`src/rtl/cap_pkg.sv`:
```
// Shared state encoding and default sizing for the circular-buffer capture sequencer.
package cap_pkg;

    typedef enum logic [2:0] {
        IDLE,
        PRE,
        ARMED,
        POST,
        DONE,
        DUMP
    } cap_state_t;

    localparam int ADDR_W_DEF   = 9;
    localparam int DEC_W_DEF    = 4;
    localparam int NUM_TRIG_DEF = 2;

endpackage

```
`src/rtl/dec_strobe.sv`:
```
// Decimation counter: pulses strobe once every 2**decimator cycles while run is high.
module dec_strobe #(
    parameter int DEC_W = 4
) (
    input  logic             clk,
    input  logic             rst_n,
    input  logic             clr,
    input  logic             run,
    input  logic [DEC_W-1:0] decimator,
    output logic             strobe
);

    localparam int CNT_W = (2 ** DEC_W) - 1;
    localparam logic [CNT_W-1:0] ONES = '1;

    logic [CNT_W-1:0] dec_cnt_reg;
    logic [CNT_W-1:0] term;

    // Terminal count is 2**decimator - 1: a mask of decimator low ones.
    assign term   = ~(ONES << decimator);
    assign strobe = run && (dec_cnt_reg == term);

    always_ff @(posedge clk or negedge rst_n) begin
        if (!rst_n) begin
            dec_cnt_reg <= '0;
        end else if (clr) begin
            dec_cnt_reg <= '0;
        end else if (run) begin
            dec_cnt_reg <= strobe ? '0 : dec_cnt_reg + 1'b1;
        end
    end

endmodule

```
`src/rtl/capture_ctrl.sv`:
```
// Circular-buffer capture sequencer: pre-trigger fill, armed wait, post-trigger count,
// done hold and ordered read-out of the channel RAMs starting at the oldest sample.
module capture_ctrl
    import cap_pkg::*;
#(
    parameter int ADDR_W   = ADDR_W_DEF,
    parameter int DEC_W    = DEC_W_DEF,
    parameter int NUM_TRIG = NUM_TRIG_DEF
) (
    input  logic                clk,
    input  logic                rst_n,
    input  logic                trig_en,
    input  logic                abort,
    input  logic [ADDR_W-1:0]   trig_pos,
    input  logic [DEC_W-1:0]    decimator,
    input  logic [NUM_TRIG-1:0] trig,
    input  logic [NUM_TRIG-1:0] trig_mask,
    input  logic                force_trig,
    input  logic                clr_cap_done,
    input  logic                dump_req,
    input  logic                dump_adv,
    output logic                en,
    output logic                we,
    output logic [ADDR_W-1:0]   addr,
    output logic                armed,
    output logic                capture_done,
    output logic [ADDR_W-1:0]   trace_end,
    output logic                dump_vld,
    output logic                dump_last,
    output logic                busy
);

    localparam int DEPTH = 2 ** ADDR_W;
    localparam logic [ADDR_W:0] DEPTH_C = (ADDR_W + 1)'(DEPTH);

    cap_state_t        state_reg;
    logic [ADDR_W-1:0] wr_ptr_reg;
    logic [ADDR_W-1:0] rd_ptr_reg;
    logic [ADDR_W-1:0] trace_end_reg;
    logic [ADDR_W-1:0] post_cnt_reg;
    logic [ADDR_W:0]   pre_cnt_reg;
    logic [ADDR_W:0]   rd_cnt_reg;
    logic              issue_reg;
    logic              wait_adv_reg;
    logic              vld_reg;
    logic              last_reg;

    logic              capturing;
    logic              wr_stb;
    logic              trig_hit;
    logic [ADDR_W:0]   pre_target;

    assign capturing  = (state_reg == PRE) || (state_reg == ARMED) || (state_reg == POST);
    assign trig_hit   = (|(trig & trig_mask)) | force_trig;
    assign pre_target = DEPTH_C - {1'b0, trig_pos};

    dec_strobe #(
        .DEC_W(DEC_W)
    ) u_dec_strobe (
        .clk       (clk),
        .rst_n     (rst_n),
        .clr       (!capturing),
        .run       (capturing),
        .decimator (decimator),
        .strobe    (wr_stb)
    );

    assign en           = wr_stb | issue_reg;
    assign we           = wr_stb;
    assign addr         = (state_reg == DUMP) ? rd_ptr_reg : wr_ptr_reg;
    assign armed        = (state_reg == ARMED);
    assign capture_done = (state_reg == DONE) || (state_reg == DUMP);
    assign busy         = (state_reg != IDLE);
    assign trace_end    = trace_end_reg;
    assign dump_vld     = vld_reg;
    assign dump_last    = vld_reg & last_reg;

    always_ff @(posedge clk or negedge rst_n) begin
        if (!rst_n) begin
            state_reg     <= IDLE;
            wr_ptr_reg    <= '0;
            rd_ptr_reg    <= '0;
            trace_end_reg <= '0;
            post_cnt_reg  <= '0;
            pre_cnt_reg   <= '0;
            rd_cnt_reg    <= '0;
            issue_reg     <= 1'b0;
            wait_adv_reg  <= 1'b0;
            vld_reg       <= 1'b0;
            last_reg      <= 1'b0;
        end else begin
            vld_reg <= issue_reg;
            if (wr_stb) begin
                wr_ptr_reg <= wr_ptr_reg + 1'b1;
            end
            case (state_reg)
                IDLE: begin
                    if (trig_en) begin
                        state_reg    <= PRE;
                        wr_ptr_reg   <= '0;
                        pre_cnt_reg  <= '0;
                        post_cnt_reg <= '0;
                    end
                end
                PRE: begin
                    if (abort) begin
                        state_reg <= IDLE;
                    end else if (wr_stb) begin
                        pre_cnt_reg <= pre_cnt_reg + 1'b1;
                        if (pre_cnt_reg + 1'b1 == pre_target) begin
                            state_reg <= ARMED;
                        end
                    end
                end
                ARMED: begin
                    if (abort) begin
                        state_reg <= IDLE;
                    end else if (trig_hit) begin
                        if (trig_pos == '0) begin
                            // No post samples: the newest sample is this cycle's write, or the previous one.
                            state_reg     <= DONE;
                            trace_end_reg <= wr_stb ? wr_ptr_reg : wr_ptr_reg - 1'b1;
                        end else begin
                            state_reg <= POST;
                        end
                    end
                end
                POST: begin
                    if (abort) begin
                        state_reg <= IDLE;
                    end else if (wr_stb) begin
                        post_cnt_reg <= post_cnt_reg + 1'b1;
                        if (post_cnt_reg + 1'b1 == trig_pos) begin
                            state_reg     <= DONE;
                            trace_end_reg <= wr_ptr_reg;
                        end
                    end
                end
                DONE: begin
                    if (dump_req) begin
                        state_reg    <= DUMP;
                        rd_ptr_reg   <= trace_end_reg + 1'b1;
                        rd_cnt_reg   <= '0;
                        issue_reg    <= 1'b1;
                        wait_adv_reg <= 1'b0;
                        last_reg     <= 1'b0;
                    end else if (clr_cap_done) begin
                        state_reg <= IDLE;
                    end
                end
                DUMP: begin
                    if (issue_reg) begin
                        issue_reg    <= 1'b0;
                        wait_adv_reg <= 1'b1;
                        rd_ptr_reg   <= rd_ptr_reg + 1'b1;
                        rd_cnt_reg   <= rd_cnt_reg + 1'b1;
                        last_reg     <= (rd_cnt_reg == DEPTH_C - 1'b1);
                    end else if (wait_adv_reg && dump_adv) begin
                        wait_adv_reg <= 1'b0;
                        if (rd_cnt_reg == DEPTH_C) begin
                            state_reg <= DONE;
                        end else begin
                            issue_reg <= 1'b1;
                        end
                    end
                end
                default: state_reg <= IDLE;
            endcase
        end
    end

endmodule

```
`config.mk`:
```
export PLATFORM = sky130hd
export DESIGN_NAME = capture_ctrl
export DESIGN_NICKNAME = d
export VERILOG_FILES = /design/src/rtl/cap_pkg.sv /design/src/rtl/dec_strobe.sv /design/src/rtl/capture_ctrl.sv
export SDC_FILE = /design/constraint.sdc
export NUM_CORES = 1
export LEC_CHECK = 0
export ABC_AREA = 0
export CAP_MARGIN = 20
export CORE_ASPECT_RATIO = 1.25
export CORE_UTILIZATION = 63
export CTS_CLUSTER_DIAMETER = 40
export DETAILED_ROUTE_END_ITERATION = 8
export GPL_TIMING_DRIVEN = 1
export PLACE_DENSITY_LB_ADDON = 0.2
export SKIP_LAST_GASP = 1
export SLEW_MARGIN = 40
export SYNTH_ARGS = -nofsm -noshare
export SYNTH_HDL_FRONTEND = slang
export SYNTH_HIERARCHICAL = 1
export SYNTH_SLANG_ARGS = --single-unit
```
`constraint.sdc`:
```
create_clock -name clk -period 10.7 [get_ports clk]
set_clock_uncertainty 0.15 [all_clocks]
set_input_delay 1.605 -clock clk [delete_from_list [all_inputs] [get_ports clk]]
set_output_delay 1.605 -clock clk [all_outputs]
set_load 0.05 [all_outputs]
```
==> flow_metrics.py <==
metrics = {
    "yosys": {
        "syn_avg_cell_area_um2": 8.33,
        "ys.warnings.count": 6,
        "synth_edf_count": 0,
        "async_flop_share": 1.00,
        "synthDistinctLibCells": 77,
        "ys_seq_elements": 78,
        "ys_seq_area_frac": 0.343,
        "yosysMostFrequentCell": "nand2_1",
        "synth_top_area_share": 0.343,
        "syn_inst": 683,
        "mappedNetlistNets": 718,
        "netlist_top_cells_area": "dfrtp_1 34%, nand2_1 6.5%, xnor2_1 5.4%",
        "yosys.area.top_type": "dfrtp_1",
        "syn_area_um2": 5690,
        "synth-main-ff-cell": "dfrtp_1",
        "synth_commonest_cells": "99 x nand2_1, 78 x dfrtp_1, 66 x nor2_1, 40 x o21ai_0, 35 x xnor2_1",
    },
    "timing": {
        "relSlewSlack": 0.467,
        "setup_viol": 0,
        "period_share": 0.614,
        "tns_ns": 0,
        "fmax_ghz": 0.152,
        "worstMarginPinSlew_ns": 0.779,
        "hold_violations": 0,
        "finalMaxSlewViolations": 0,
        "period_needed_ns": 6.57,
        "rsz0062_at_grt": "false",
    },
    "routing": {
        "final_antenna_net_count": 0,
        "first_pass_iters": 5,
        "wl_per_cell_um": 17.0,
        "drc": 0,
        "first_iter_violations": 462,
        "wirelength_mm": 14.1,
        "vias": 5268,
        "avgViaCountPerCell": 6.34,
    },
    "place": {
        "gp_congestion": 0.925,
        "dp_hpwl_mm": 10.0,
        "postPlaceCellArea_um2": 6150,
        "portBuffers": 49,
    },
    "worst_setup_path": {
        "crit_path_start_kind": "input port",
        "critical_path_required_ns": 8.95,
        "timing.rr.start": "state_reg[0]",
        "slowest_delay_ns": 0.79,
        "r2r.worst_path.cells": 10,
        "path_buf_inv": 3,
        "cpMostUsedCell": "clkdlybuf4s50_1",
        "arrival_ns": 4.82,
        "reg2reg_to": "post_cnt_reg[7]",
        "cp_max_fo": 19,
        "criticalPathCategory": "input port to primary output",
        "reg2reg_slack_ns": 7.36,
        "cp_cell_sequence": "clkdlybuf4s50_1 -> nor3_1 -> a21oi_1 -> o21ai_0 -> o211ai_1 -> nand4b_1 -> nor3b_2 -> buf_4 -> or2_2 -> clkdlybuf4s50_1",
        "crit_family": "buffers and inverters",
        "cpMaxStageDelayCell": "clkdlybuf4s50_1",
        "end_kind": "primary output",
    },
    "job": {
        "cap_violations": 0,
    },
    "final_layout": {
        "fin_area_um2": 6410,
        "antennaDiodeCount": 0,
        "fin_nets": 741,
        "layout-drive-gt1-share": 0.0844,
        "syn2layout_area_growth_pct": 12.6,
        "fill_cells": 661,
        "multi_input_area_um2": 3450,
        "largest_register_ffs": 15,
        "ff_latch_area_um2": 1950,
    },
    "clock_network": {
        "post-cts-setup-buffers": 0,
        "cts_buffers": 9,
        "clockBufferDepth": 2,
        "clockRootBuffer": "clkbuf_8",
        "cts.clk_slew.worst_paths_ns": 0.09,
        "cts_tree": "yes",
        "cts.repair.resized": 0,
        "cts.sinks": 78,
        "h-tree-depth": 3,
        "holdBufCountCts": 0,
        "clock_latency_ns": 0.37,
    },
    "global_routing": {
        "grt_max_degree": 79,
        "grt_remaining_overflow": 0,
        "grt_pass1_vias": 4925,
        "grt_pass1_wl_mm": 23.0,
        "track_usage": 0.311,
        "antenna_found_initial": 0,
    },
    "power": {
        "vdd_drop_max_mv": 0.126,
        "p_leak_uw": 0.00256,
        "power_density_nw_per_um2": 169,
    },
    "worst_hold_path": {
        "hp-start": "last_reg",
        "min_delay_path_depth": 2,
        "hold_path_class": "flop to flop",
        "worstHoldEndpoint": "last_reg",
    },
    "die": {
        "fp.dieH_um": 108,
        "io_pins": 50,
        "core_um2": 8700,
        "rows": 38,
        "fp.dieW_um": 87.0,
        "start_util": 0.654,
        "dieArea_um2": 9420,
    },
    "run_status": {
        "outcome": "finished, final reports clean",
    },
}
[placed cells by master, fill, tap and decap left out, types with 8 or more instances in the layout]
cell type        count
nand2b_1             8
dfrtp_1             78
xnor2_1             35
nand2_1             99
nor2_1              66
nor3_1              14
and3_1               9
o31ai_1             13
nand3_1             24
mux2_2              10
o21ai_0             40
a211oi_1             8
nand4_1             19
nor2b_1              8
a21oi_1             20
inv_1               26
xor2_1              24
nor3b_1              8
ha_1                10
nor4_1               8
clkdlybuf4s50_1     48
clkbuf_8             9
[routing by layer]
| metal | wire [µm] | track usage | share of wire |
|---|---|---|---|
| met1 | 5730 | 0.372 | 0.41 |
| met2 | 7140 | 0.539 | 0.51 |
| met3 | 788 | 0.0618 | 0.056 |
| met4 | 456 | 0.135 | 0.032 |
| met5 | 0 | 0 | 0 |
[cell families after synthesis]
logic type / Yosys count / synth area share
xor gates and xnor gates: 61 / 0.0987
muxes: 17 / 0.0321
buffers and inverters: 68 / 0.0574
adders and majority gates: 10 / 0.0220
and+or+nand+nor: 301 / 0.266
AOI/OAI and AO/OA: 148 / 0.181
DFF: 78 / 0.343
[power breakdown]
part	switching [µW]	internal (µW)	leakage, µW
Clock	121	135	0.000109
Sequential	68.3	333	0.00105
Combinational	276	149	0.00139
[area by class of cell]
type	instances	share of cell area
inverters	26	0.0152
clock buffers	9	0.0193
flip-flops and latches	78	0.305
well taps	120	0.0234
clock inverters	7	0.0166
repair buffers	54	0.0826
multi-input cells	537	0.538
[metrics by stage]
| stage | std cells | total power [µW] | setup WS, ns | hold WS [ns] | util |
|---|---|---|---|---|---|
| 3_5_place_dp | 814 | 815 | 4.21 | 0.324 | 0.707 |
| 4_1_cts | 830 | 1070 | 4.18 | 0.345 | 0.734 |
| 5_1_grt | 831 | 1150 | 3.91 | 0.355 | 0.737 |
| 6_report | 831 | 1080 | 4.13 | 0.349 | 0.737 |
| 3_3_place_gp | 814 | 799 | 4.27 | 0.309 | 0.706 |
| 2_1_floorplan | 683 | 696 | 4.26 | 0.265 | - |
[worst min-delay path: stages, from the launching register on]
cell and delay, ns:
dfrtp_1 0.36, nand2_1 0.06, o41ai_1 0.05
[worst max-delay path by stage]
stage                            start  to  slack (ns)  cells past startpoint
after floorplan           decimator[2]  en        4.26                      8
after global placement    decimator[2]  en        4.27                     10
after detailed placement  decimator[2]  en        4.21                     10
after CTS                 decimator[2]  en        4.18                     10
after global routing      decimator[2]  en        3.91                     10
final                     decimator[2]  en        4.13                     10
Power figures use the tool's default switching activity.
